===== src/rtl/spi_pkg.sv =====
// spi_pkg: FSM states, frame lengths and command encodings shared by the SPI frame master
package spi_pkg;
    typedef enum logic [2:0] {IDLE, SETUP, SHIFT, HOLD, DONE} state_t;
    localparam int WR_BITS = 81;
    localparam int RD_BITS = 25;
    localparam logic CMD_WRITE = 1'b0;
    localparam logic CMD_READ = 1'b1;
    function automatic int cnt_w(input int n);
        return n > 1 ? $clog2(n) : 1;
    endfunction
endpackage


===== src/rtl/spi_clk_gen.sv =====
// spi_clk_gen: SCLK half-period timer, ticks at the end of each low and high half while enabled
module spi_clk_gen #(
    parameter int CLK_DIV = 2
) (
    input  logic clk,
    input  logic reset,
    input  logic en_i,
    output logic rise_tick_o,
    output logic fall_tick_o
);
    import spi_pkg::*;
    localparam int CW = cnt_w(CLK_DIV);
    logic [CW-1:0] cnt_q, cnt_d;
    logic          phase_q, phase_d;
    logic          wrap;
    always_comb begin
        wrap = en_i && cnt_q == CW'(CLK_DIV - 1);
        cnt_d = (!en_i || wrap) ? '0 : cnt_q + CW'(1);
        phase_d = en_i && (wrap ? !phase_q : phase_q);
        rise_tick_o = wrap && !phase_q;
        fall_tick_o = wrap && phase_q;
    end
    always_ff @(posedge clk) begin
        if (!reset) begin
            cnt_q <= '0;
            phase_q <= 1'b0;
        end else begin
            cnt_q <= cnt_d;
            phase_q <= phase_d;
        end
    end
endmodule


===== src/rtl/spi_frame_master.sv =====
// spi_frame_master: serialises one latched APB transaction as a mode-0 SPI frame, returning one read byte.
// Define SPI_LSB_FIRST_EN to shift address, write data and read byte LSB first.
module spi_frame_master #(
    parameter int CLK_DIV = 2,
    parameter int ADDR_W = 16,
    parameter int DATA_W = 64,
    parameter int RD_W = 8
) (
    input  logic              clk,
    input  logic              reset,
    input  logic              start,
    input  logic              r_w,
    input  logic [ADDR_W-1:0] in_addr,
    input  logic [DATA_W-1:0] in_data,
    output logic              busy,
    output logic              done,
    output logic [RD_W-1:0]   rd_data,
    output logic              spi_sclk,
    output logic              spi_cs_n,
    output logic              spi_mosi,
    input  logic              spi_miso
);
    import spi_pkg::*;
    localparam int SR_W = 1 + ADDR_W + DATA_W;
    localparam int RD_N = 1 + ADDR_W + RD_W;
    localparam int BC_W = $clog2((SR_W > RD_N ? SR_W : RD_N) + 1);
    localparam int CW = cnt_w(CLK_DIV);
    state_t            state_q;
    logic [SR_W-1:0]   sr_q, load;
    logic [BC_W-1:0]   bit_q;
    logic [CW-1:0]     wait_q;
    logic [RD_W-1:0]   rx_q, rx_nxt, rd_q;
    logic [ADDR_W-1:0] addr_o;
    logic [DATA_W-1:0] data_o;
    logic              cmd_q, busy_q, done_q, sclk_q, cs_n_q, mosi_q;
    logic              rise, fall, last_bit, wait_end;
    spi_clk_gen #(.CLK_DIV(CLK_DIV)) u_clk_gen (
        .clk(clk),
        .reset(reset),
        .en_i(state_q == SHIFT),
        .rise_tick_o(rise),
        .fall_tick_o(fall)
    );
    // Reads pad the payload slot with zeros so MOSI stays low while MISO is captured
    always_comb begin
`ifdef SPI_LSB_FIRST_EN
        for (int i = 0; i < ADDR_W; i++) addr_o[i] = in_addr[ADDR_W-1-i];
        for (int i = 0; i < DATA_W; i++) data_o[i] = in_data[DATA_W-1-i];
        rx_nxt = {spi_miso, rx_q[RD_W-1:1]};
`else
        addr_o = in_addr;
        data_o = in_data;
        rx_nxt = {rx_q[RD_W-2:0], spi_miso};
`endif
        load = {r_w, addr_o, r_w == CMD_WRITE ? data_o : '0};
        last_bit = bit_q == BC_W'(cmd_q == CMD_READ ? RD_N - 1 : SR_W - 1);
        wait_end = wait_q == CW'(CLK_DIV - 1);
    end
    always_ff @(posedge clk) begin
        if (!reset) begin
            state_q <= IDLE;
            sr_q <= '0;
            bit_q <= '0;
            wait_q <= '0;
            rx_q <= '0;
            rd_q <= '0;
            cmd_q <= 1'b0;
            busy_q <= 1'b0;
            done_q <= 1'b0;
            sclk_q <= 1'b0;
            cs_n_q <= 1'b1;
            mosi_q <= 1'b0;
        end else begin
            case (state_q)
                IDLE: if (start) begin
                    sr_q <= load;
                    cmd_q <= r_w;
                    busy_q <= 1'b1;
                    cs_n_q <= 1'b0;
                    mosi_q <= r_w;
                    bit_q <= '0;
                    wait_q <= '0;
                    state_q <= SETUP;
                end
                SETUP: begin
                    wait_q <= wait_end ? '0 : wait_q + CW'(1);
                    if (wait_end) state_q <= SHIFT;
                end
                SHIFT: begin
                    if (rise) begin
                        sclk_q <= 1'b1;
                        rx_q <= rx_nxt;
                    end
                    if (fall) begin
                        sclk_q <= 1'b0;
                        sr_q <= sr_q << 1;
                        mosi_q <= sr_q[SR_W-2];
                        bit_q <= bit_q + BC_W'(1);
                        if (last_bit) state_q <= HOLD;
                    end
                end
                HOLD: begin
                    wait_q <= wait_end ? '0 : wait_q + CW'(1);
                    if (wait_end) begin
                        state_q <= DONE;
                        done_q <= 1'b1;
                        cs_n_q <= 1'b1;
                        mosi_q <= 1'b0;
                        if (cmd_q == CMD_READ) rd_q <= rx_q;
                    end
                end
                DONE: begin
                    done_q <= 1'b0;
                    busy_q <= 1'b0;
                    state_q <= IDLE;
                end
                default: state_q <= IDLE;
            endcase
        end
    end
    assign busy = busy_q;
    assign done = done_q;
    assign rd_data = rd_q;
    assign spi_sclk = sclk_q;
    assign spi_cs_n = cs_n_q;
    assign spi_mosi = mosi_q;
endmodule


===== config.mk =====
export PLATFORM = sky130hd
export DESIGN_NAME = spi_frame_master
export DESIGN_NICKNAME = d
export VERILOG_FILES = /design/src/rtl/spi_pkg.sv /design/src/rtl/spi_clk_gen.sv /design/src/rtl/spi_frame_master.sv
export SDC_FILE = /design/constraint.sdc
export NUM_CORES = 1
export LEC_CHECK = 0
export ABC_AREA = 1
export BUFFER_PORTS_ARGS = -buffer_cell sky130_fd_sc_hd__buf_2
export CAP_MARGIN = 5
export CORE_MARGIN = 2
export CORE_UTILIZATION = 59
export DETAILED_ROUTE_END_ITERATION = 10
export HOLD_SLACK_MARGIN = 0.06
export PLACE_DENSITY_LB_ADDON = 0.25
export RECOVER_POWER = 100
export SLEW_MARGIN = 20
export SYNTH_ARGS = -nofsm -noshare
export SYNTH_HDL_FRONTEND = slang
export SYNTH_SLANG_ARGS = --single-unit

===== constraint.sdc =====
create_clock -name clk -period 3.63 [get_ports clk]
set_input_delay 0.726 -clock clk [delete_from_list [all_inputs] [get_ports clk]]
set_output_delay 0.726 -clock clk [all_outputs]
set_load 0.02 [all_outputs]

==> impl_metrics.toml <==
[placed_design]
gp_congestion = 0.8182
dp_hpwl_um = 6819
io_buffers = 97
pre_cts_slack_ns = 1.335

[timing]
fin_skew_ns = 0.01145
setup_violations = 0
max_freq_mhz = 382.3
period_share = 0.7205
hold_viol = 0
rsz0062_at_grt = "false"
tightest_slew_ns = 1.200
slew_viol_final = 0
setup_tns_ns = 0
period_minus_slack_ns = 2.616
maxSlewHeadroom = 0.1999
setup_ws_ns = 1.015

[layout]
multi_input_area_sq_um = 2247
layout_common_cells = "nand2_1 (133), dfxtp_1 (115), nand3_1 (84), buf_2 (83), a31oi_1 (79)"
drive_gt1_frac = 0.1664
area_growth_pct = 19.16
fill_cells = 662
area.sequential_sq_um = 2302
n_antenna_cell = 0
mostFrequentLayoutCell = "nand2_1"
final_core_util = 0.7216
layout.nets = 810

[pwr]
peakVddDrop_mv = 0.4647
power.density_nw_per_um2 = 759.9
power.leakage_uw = 0.002326

[global_routing]
grt_antenna_before_repair = 0
grt_max_degree = 85
grt_use_total = 0.2594
overflow = 0
grt_pass1_vias = 4155
grt_pass1_wl_um = 18800

[logic_synthesis]
synth.avg_cell_area_sq_um = 7.559
synth_fa_ha_area_frac = 0.01011
ys_ff_latch = 115
syn-cell-area_sq_um = 4951
synth-warning-count = 0
synth_compound_area_frac = 0.2186
yosys.area_share.simple = 0.2264
syn-num-nets = 744
synth_xor_area_frac = 0.001769
ys_types = 26
synth_top_family_by_area = "simple AND/OR/NAND/NOR gates"
ys_seq_area_frac = 0.4650
postSynthCellCount = 655
synthMuxAreaShare = 0

[cts]
clock_path_buffers = 2
clk_pin_slew_worst_paths_ns = 0.05
clkSinkCount = 115
clkLatencyLatePin_ns = 0.51
cts_tree = "yes"
post_cts_resized = 0
postCtsSetupBuffers = 0
cts_buffers = 17
postCtsHoldBufs = 0
clock-root-buffer = "clkbuf_8"
h-tree-depth = 4

[floorplanning]
die_w_um = 95.61
dieHeight_um = 95.61
start_util = 0.6056
std_cell_rows = 33
core-area_sq_um = 8175
io_pins = 98
dieArea_sq_um = 9140

[routing]
wl_per_cell_um = 13.82
antenna_left = 0
dr_total_vias = 4781
drt_iter0_markers = 282
routed_wl_um = 11580
viasPerCell = 5.705
drcViolationCount = 0
drt_pass1_iterations = 5

[setup_path]
worst_setup_path_end_kind = "register"
r2r_cells = 7
crit_arrival_ns = 3.04
crit_type = "register to register"
cp_max_fo = 84
r2r_end = "sr_q[29]"
rrSetupSlack_ns = 1.01
crit_path_start_kind = "register"
crit_required_ns = 4.05
crit_path_start = "state_q[2]"
r2r_start = "state_q[2]"

[min_path]
min_from = "u_clk_gen.cnt_q"
holdCritPathClass = "register to register"
hold_path_depth = 1
hold_end = "u_clk_gen.cnt_q"

[run_status]
status = "complete, no violations"

[run]
maxCapViolations = 0
[registers in the layout, indices dropped and copies added, names as in the netlist]
signal / flops
sr_q: 80
rd_data: 8
rx_q: 8
bit_q: 7
state_q: 3
busy: 1
cmd_q: 1
done: 1
spi_cs_n: 1
spi_mosi: 1
spi_sclk: 1
u_clk_gen.cnt_q: 1
u_clk_gen.phase_q: 1
wait_end: 1
[cell usage after synthesis]
library cell	instances	area share
buf_1	1	0.00076
o21ai_0	54	0.055
clkbuf_2	1	0.0010
nand2_2	2	0.0025
ha_1	4	0.010
inv_2	3	0.0023
nor3b_1	1	0.0015
buf_2	23	0.023
dfxtp_1	115	0.46
xor2_1	1	0.0018
nand4_1	4	0.0051
buf_4	3	0.0045
nand2_1	133	0.10
o21bai_1	1	0.0015
o21ai_1	40	0.040
nor3_1	4	0.0040
clkinv_1	1	0.00076
nor2_4	2	0.0045
inv_1	20	0.015
a21oi_1	22	0.022
buf_6	6	0.014
nand3_1	83	0.084
a31oi_1	79	0.10
nor2_1	29	0.022
nand3_2	1	0.0020
clkbuf_1	22	0.017
[area by class of cell]
type | count | share of cell area
flip-flops and latches | 115 | 0.3902
repair buffers | 103 | 0.09120
clock inverters | 10 | 0.02227
multi-input cells | 460 | 0.3809
well taps | 105 | 0.02227
inverters | 24 | 0.01527
clock buffers | 21 | 0.07784
[critical path: stages (launching register included)]
cell and delay [ns]:
dfxtp_1 0.34, nor2_1 0.35, nand2_2 0.09, buf_4 0.39, inv_1 0.64, buf_12 0.35
nand2_1 0.09, a31oi_1 0.21
[through the flow]
stage	area [sq um]	hold slack (ns)	std cells	total power, uW
3_3_place_gp	5346	0.4141	807	2797
3_5_place_dp	5346	0.4209	807	2838
4_1_cts	5937	0.4284	838	4503
6_report	5899	0.4261	838	4483
2_1_floorplan	4951	0.4013	655	2656
5_1_grt	5899	0.4541	838	4752
[logic make-up (layout without fill, tap and decap cells)]
family | count (synthesis) | in the layout
and+or+nand+nor | 259 | 259
AOI/OAI and AO/OA | 196 | 196
DFF | 115 | 115
buffers and inverters | 80 | 158
adders and majority gates | 4 | 4
xor gates and xnor gates | 1 | 1
[where the power goes]
group          switching, uW  total (uW)  internal (uW)  leakage, uW
combinational            776        1140            366      0.00109
sequential               152        1690           1540     0.000944
clock                    561        1650           1090     0.000293
total                   1490        4480           2990      0.00233
[routing by layer]
metal | routed length (um) | track usage | vias to the layer above
met4 | 78 | 0.07500 | 0
met1 | 5295 | 0.3454 | 2201
met3 | 680 | 0.07036 | 7
met5 | 0 | 0 | -
met2 | 5526 | 0.4132 | 152
li1 | - | - | 2421
[worst max-delay path by stage]
stage	slack, ns	endpoint	depth (start not counted)
2_1_floorplan	1.64	sr_q[49]	11
3_5_place_dp	1.34	sr_q[10]	9
3_3_place_gp	1.44	sr_q[31]	7
6_report	1.01	sr_q[29]	7
5_1_grt	0.77	sr_q[18]	7
4_1_cts	1.33	sr_q[10]	9
No activity file was read; power rests on OpenSTA's default activity.
